<file path="src/rtl/divider_array_share_ctrl.sv">
`default_nettype none
// ============================================================================
// Module   : divider_array_share_ctrl (+ divider_array_core)
// Brief    : Round-robin sharing of one combinational 16/8 array divider
//            between two requesters, with up-front divide-by-zero/overflow.
// Revision : 1.0
// ============================================================================

// Restoring array divider: one compare/subtract row per quotient bit.
// Results are meaningful only when i_n[15:8] < i_d (the wrapper screens the rest).
module divider_array_core (
  input  logic [15:0] i_n,
  input  logic [7:0]  i_d,
  output logic [7:0]  o_q,
  output logic [7:0]  o_r
);
  logic [7:0] w_rem [0:8];

  assign w_rem[0] = i_n[15:8];

  for (genvar i = 0; i < 8; i++) begin : g_stage
    logic [8:0] w_t;
    logic       w_ge;
    assign w_t          = {w_rem[i], i_n[7-i]};
    assign w_ge         = (w_t >= {1'b0, i_d});
    assign o_q[7-i]     = w_ge;
    // Partial remainder stays below i_d, so the low byte of the difference is exact.
    assign w_rem[i+1]   = w_ge ? (w_t[7:0] - i_d) : w_t[7:0];
  end

  assign o_r = w_rem[8];
endmodule

module divider_array_share_ctrl #(
  parameter int SETTLE_CYCLES = 2
) (
  input  logic        clk,
  input  logic        rst_n,
  input  logic        req_valid_0,
  input  logic        req_valid_1,
  output logic        req_ready_0,
  output logic        req_ready_1,
  input  logic [15:0] req_n_0,
  input  logic [15:0] req_n_1,
  input  logic [7:0]  req_d_0,
  input  logic [7:0]  req_d_1,
  output logic        rsp_valid_0,
  output logic        rsp_valid_1,
  input  logic        rsp_ready_0,
  input  logic        rsp_ready_1,
  output logic [7:0]  rsp_q,
  output logic [7:0]  rsp_r,
  output logic [1:0]  rsp_err,
  output logic        busy,
  output logic [15:0] ops_done,
  output logic [7:0]  err_count
);
  localparam logic [1:0] C_ERR_OK   = 2'b00;
  localparam logic [1:0] C_ERR_DZ   = 2'b01;
  localparam logic [1:0] C_ERR_OVF  = 2'b10;
  localparam logic [3:0] C_CNT_LOAD = 4'(SETTLE_CYCLES - 1);

  typedef enum logic [1:0] {
    S_IDLE   = 2'd0,
    S_SETTLE = 2'd1,
    S_RESP   = 2'd2
  } state_t;

  state_t      r_state;
  state_t      w_next;
  logic [15:0] r_n;
  logic [7:0]  r_d;
  logic [3:0]  r_cnt;
  logic        r_owner;
  logic        r_last_grant;
  logic [7:0]  r_q;
  logic [7:0]  r_r;
  logic [1:0]  r_err;
  logic [15:0] r_ops_done;
  logic [7:0]  r_err_count;

  logic        w_idle;
  logic        w_grant_0;
  logic        w_grant_1;
  logic        w_accept;
  logic        w_sel;
  logic [15:0] w_in_n;
  logic [7:0]  w_in_d;
  logic        w_dz;
  logic        w_ovf;
  logic        w_rsp_ready_own;
  logic [7:0]  w_core_q;
  logic [7:0]  w_core_r;

  divider_array_core u_core (
    .i_n (r_n),
    .i_d (r_d),
    .o_q (w_core_q),
    .o_r (w_core_r)
  );

  // On a tie the requester that did not win last time is granted.
  assign w_idle      = (r_state == S_IDLE);
  assign w_grant_0   = req_valid_0 & (~req_valid_1 | r_last_grant);
  assign w_grant_1   = req_valid_1 & (~req_valid_0 | ~r_last_grant);
  assign req_ready_0 = w_idle & w_grant_0;
  assign req_ready_1 = w_idle & w_grant_1;
  assign w_accept    = req_ready_0 | req_ready_1;
  assign w_sel       = req_ready_1;
  assign w_in_n      = w_sel ? req_n_1 : req_n_0;
  assign w_in_d      = w_sel ? req_d_1 : req_d_0;
  assign w_dz        = (w_in_d == 8'd0);
  assign w_ovf       = (w_in_n[15:8] >= w_in_d);

  assign w_rsp_ready_own = r_owner ? rsp_ready_1 : rsp_ready_0;

  always_ff @(posedge clk or negedge rst_n) begin
    if (!rst_n) begin
      r_state <= S_IDLE;
    end else begin
      r_state <= w_next;
    end
  end

  always_comb begin
    w_next = r_state;
    case (r_state)
      S_IDLE: begin
        if (w_accept) begin
          w_next = (w_dz | w_ovf) ? S_RESP : S_SETTLE;
        end
      end
      S_SETTLE: begin
        if (r_cnt == 4'd0) begin
          w_next = S_RESP;
        end
      end
      S_RESP: begin
        if (w_rsp_ready_own) begin
          w_next = S_IDLE;
        end
      end
      default: w_next = S_IDLE;
    endcase
  end

  always_ff @(posedge clk or negedge rst_n) begin
    if (!rst_n) begin
      r_n          <= 16'd0;
      r_d          <= 8'd0;
      r_cnt        <= 4'd0;
      r_owner      <= 1'b0;
      r_last_grant <= 1'b1;
      r_q          <= 8'd0;
      r_r          <= 8'd0;
      r_err        <= C_ERR_OK;
      r_ops_done   <= 16'd0;
      r_err_count  <= 8'd0;
    end else begin
      case (r_state)
        S_IDLE: begin
          if (w_accept) begin
            r_n          <= w_in_n;
            r_d          <= w_in_d;
            r_owner      <= w_sel;
            r_last_grant <= w_sel;
            if (w_dz) begin
              r_err <= C_ERR_DZ;
              r_q   <= 8'hFF;
              r_r   <= w_in_n[7:0];
            end else if (w_ovf) begin
              r_err <= C_ERR_OVF;
              r_q   <= 8'hFF;
              r_r   <= 8'hFF;
            end else begin
              r_err <= C_ERR_OK;
              r_cnt <= C_CNT_LOAD;
            end
          end
        end
        S_SETTLE: begin
          if (r_cnt == 4'd0) begin
            r_q <= w_core_q;
            r_r <= w_core_r;
          end else begin
            r_cnt <= r_cnt - 4'd1;
          end
        end
        S_RESP: begin
          if (w_rsp_ready_own) begin
            r_ops_done <= r_ops_done + 16'd1;
            if ((r_err != C_ERR_OK) && (r_err_count != 8'hFF)) begin
              r_err_count <= r_err_count + 8'd1;
            end
          end
        end
        default: ;
      endcase
    end
  end

  assign rsp_valid_0 = (r_state == S_RESP) & ~r_owner;
  assign rsp_valid_1 = (r_state == S_RESP) &  r_owner;
  assign rsp_q       = r_q;
  assign rsp_r       = r_r;
  assign rsp_err     = r_err;
  assign busy        = ~w_idle;
  assign ops_done    = r_ops_done;
  assign err_count   = r_err_count;
endmodule
`default_nettype wire

</file>
<file path="config.mk">
export PLATFORM = sky130hd
export DESIGN_NAME = divider_array_share_ctrl
export DESIGN_NICKNAME = d
export VERILOG_FILES = /design/src/rtl/divider_array_share_ctrl.sv
export SDC_FILE = /design/constraint.sdc
export NUM_CORES = 1
export LEC_CHECK = 0
export CAP_MARGIN = 40
export CORE_MARGIN = 2
export CORE_UTILIZATION = 52
export CTS_CLUSTER_DIAMETER = 200
export CTS_CLUSTER_SIZE = 12
export DETAILED_ROUTE_END_ITERATION = 7
export PLACE_DENSITY = 0.76
export SETUP_SLACK_MARGIN = 0.4
export SYNTH_ARGS = -nofsm -noshare
export SYNTH_HDL_FRONTEND = slang
export SYNTH_HIERARCHICAL = 1
export SYNTH_SLANG_ARGS = --single-unit
export TNS_END_PERCENT = 10
</file>
<file path="constraint.sdc">
create_clock -name clk -period 50.1 [get_ports clk]
set_clock_uncertainty 0.15 [all_clocks]
set_input_delay 5.01 -clock clk [delete_from_list [all_inputs] [get_ports clk]]
set_output_delay 5.01 -clock clk [all_outputs]
set_load 0.01 [all_outputs]
</file>
==> summary.md <==
| Metric | Value |
|---|---|
| Outcome | completed |
| Row Count | 43 |
| Syn nets | 974 |
| Port Buf Inserts | 100 |
| Mapped Area | 0.00739 sq mm |
| Fin crit period | 21,040 ps |
| MaxCap Viol Count | 0 |
| Fin area | 0.00887 sq mm |
| Crit path launch type | flop |
| DRC Markers | 0 |
| Routed len/inst | 17.6 um |
| GR Util met1 | 0.367 |
| Hold slack | 327 ps |
| CP delay by family, top | compound AO/OA/AOI/OAI gates |
| Commonest cells post-synth | 75 x ha_1, 73 x dfrtp_1, 73 x nand2_1, 64 x nor2_1, 56 x inv_1 |
| Final setup TNS | 0 ps |
| Number of global-route vias before repair | 6,344 |
| Core outline area | 0.0139 sq mm |
| Number of hold buffers added after cts | 0 |
| Post-DR vias/cell | 5.82 |
| I/O pin total | 101 |
| RSZ-0062 raised after global routing | false |
| EDFF count, synth | 0 |
| Routed wire length | 19,600 um |
| Synth cell types | 76 |
| Register area | 0.00185 sq mm |
| Diodes inserted | 0 |
| Via count | 6,470 |
| Met2 usage | 0.438 |
| Initial antenna violation count | 0 |
| Final setup violation count | 0 |
| Tot GR Track Use | 0.273 |
| Gr busiest metal | met2 |
| First-pass GRT wire length | 32,100 um |
| Yosys reg bits | 74 |
| Worst Setup End Kind | flop |
| Final Hold Fails | 0 |
| Mean Syn Cell Area | 8.83 sq um |
| CP Data Arrival Time | 21,110 ps |
| Clock Sinks | 74 |
| Layout Nets | 1,064 |
| Final antenna-violating net count | 0 |
| Clk_lat worst skew | 340 ps |
| Crit path required time | 50,180 ps |
| H-tree levels | 3 |
| Slew HR | 0.472 |
| Async set or reset register ratio after synthesis | 1.00 |
| Final period util | 0.420 |
| Critical path class | reg2reg |
| Synth top area share | 0.247 |
| Die H | 123 um |
| Post-CTS resize count | 0 |
| CTS tree | built |
| Post-synth top area cell | dfrtp_1 |
| Met3 Use GR | 0.0540 |
| CTS buffer count | 9 |
| Highest Clock Rate | 0.0475 GHz |
| Largest net degree at the start of global routing | 64 |
| Clock-pin slew on the worst setup and hold paths | 60 ps |
| Detailed placement HPWL | 15,000 um |
| Area grow syn2layout | 20.0% |
| Most frequent CP cell | a21oi_1 |
| CTS root buf | clkbuf_16 |
| Worst Hold Class | reg2reg |
| Maximum clock insertion buffer count | 2 |
| Post-CTS setup buffers | 0 |
| Violation count after the first detailed-routing iteration | 577 |
| Placed inst area | 0.00852 sq mm |
| Buf/Inv on CP | 5 |
| Proportion of layout cells with a drive suffix above 1 | 0.101 |
| Ys Warns | 6 |
| Area of the multi-input gates | 0.00517 sq mm |
| Layout filler cell count | 1,186 |
| Starting Density | 0.533 |
| Worst-Margin Slew | 789 ps |
| Dominant synthesized flop cell | dfrtp_1 |
| 1st-pass router iterations | 5 |
| Largest stage delay on the critical path | 610 ps |
| Die W | 123 um |
| Max Slew Vio Count | 0 |
| Die area | 0.0152 sq mm |
| Max FO, Critical Path | 13 |
| Overflow after GRT | 0 |
| Count leader, synth | ha_1 |
| Slowest cell on crit path | nor3_2 |
| Largest cells by area after synthesis | dfrtp_1 25%, ha_1 13%, mux2_2 6.1%, xnor2_1 4.3%, nand2_1 3.7% |
| Syn Inst Count | 837 |
| GP Congestion | 0.999 |
| Sequential area share after synthesis | 0.251 |
-- metal layers --
| metal | vias up | share of wire |
|---|---|---|
| li1 | 3173 | - |
| met1 | 3029 | 0.45 |
| met2 | 234 | 0.47 |
| met3 | 34 | 0.058 |
| met4 | 0 | 0.024 |
| met5 | - | 0 |
-- worst register-to-register path, delay by kind of cell, from the launching register on --
kind	cells	cell delay, ps
and+or+nand+nor	21	4410
adders and majority gates	8	2520
muxes	3	1060
AOI/OAI and AO/OA	50	11540
DFF	1	380
buffers and inverters	5	890
-- area by class of cell --
| class | instances | area share |
|---|---|---|
| Multi-Input combinational cell | 680 | 0.583 |
| Sequential cell | 74 | 0.209 |
| Timing Repair Buffer | 104 | 0.119 |
| Clock buffer | 9 | 0.0254 |
| Tap cell | 180 | 0.0254 |
| Inverter | 58 | 0.0245 |
| Clock inverter | 7 | 0.0141 |
-- cell usage in the layout, fill, tap and decap left out, types with 7 or more instances in the layout --
| master | Yosys | routed |
|---|---|---|
| clkbuf_16 | 0 | 9 |
| nand2b_1 | 29 | 29 |
| o21ai_0 | 47 | 46 |
| fa_1 | 8 | 8 |
| xnor2_1 | 36 | 36 |
| a21o_1 | 17 | 17 |
| nand2_1 | 73 | 73 |
| nor2b_1 | 19 | 19 |
| inv_1 | 56 | 56 |
| nand3_1 | 20 | 20 |
| o21a_1 | 14 | 14 |
| nor2_1 | 64 | 64 |
| xor2_1 | 22 | 22 |
| a21oi_1 | 43 | 43 |
| nor3_1 | 8 | 8 |
| mux2_4 | 7 | 7 |
| dfrtp_1 | 73 | 73 |
| mux2i_1 | 23 | 23 |
| mux2_2 | 40 | 40 |
| ha_1 | 75 | 75 |
| and3_1 | 8 | 8 |
| clkdlybuf4s50_1 | 0 | 99 |
| nand4_1 | 14 | 14 |
| a221o_1 | 8 | 8 |
| and2_1 | 7 | 7 |
-- per-stage QoR --
step / util / setup WS [ps] / cells
after floorplan: - / 32210 / 837
after global placement: 0.611 / 30460 / 1094
after detailed placement: 0.614 / 29670 / 1096
after CTS: 0.639 / 29530 / 1112
after global routing: 0.639 / 27500 / 1112
final: 0.639 / 29060 / 1112
-- sequential cells by signal (all words and copies together) (netlist names) --
signal,flops
r_n,16
rsp_err,2
r_last_grant,1
ops_done,16
r_d,8
rsp_q,8
rsp_r,8
r_cnt,4
err_count,8
r_owner,1
r_state,2
-- logic make-up (layout without fill, tap and decap cells) --
group / count (synthesis) / in the layout / synth area share
AND/OR/NAND/NOR: 271 / 271 / 0.189
adder cells (fa/ha/maj): 83 / 83 / 0.149
buffers and inverters: 83 / 178 / 0.0506
XOR/XNOR: 58 / 58 / 0.0687
AO/OA/AOI/OAI: 192 / 192 / 0.177
flip-flops: 74 / 74 / 0.251
multiplexers: 76 / 76 / 0.115
-- final timing paths --
kind	from	to	slack, ps	cells after the start
min reg2reg	r_n[0]	r_n[0]	330	2
max reg2reg	r_d[4]	rsp_r[7]	29060	87
min in group asynchronous	rst_n	rsp_q[3]	4360	1
min	r_n[0]	r_n[0]	330	2
max in group asynchronous	rst_n	r_last_grant	44840	2
max	r_d[4]	rsp_r[7]	29060	87
Power is left out: the tool's default activity adds up to more than one toggle a clock period on the data nets, which glitch-free logic cannot reach.
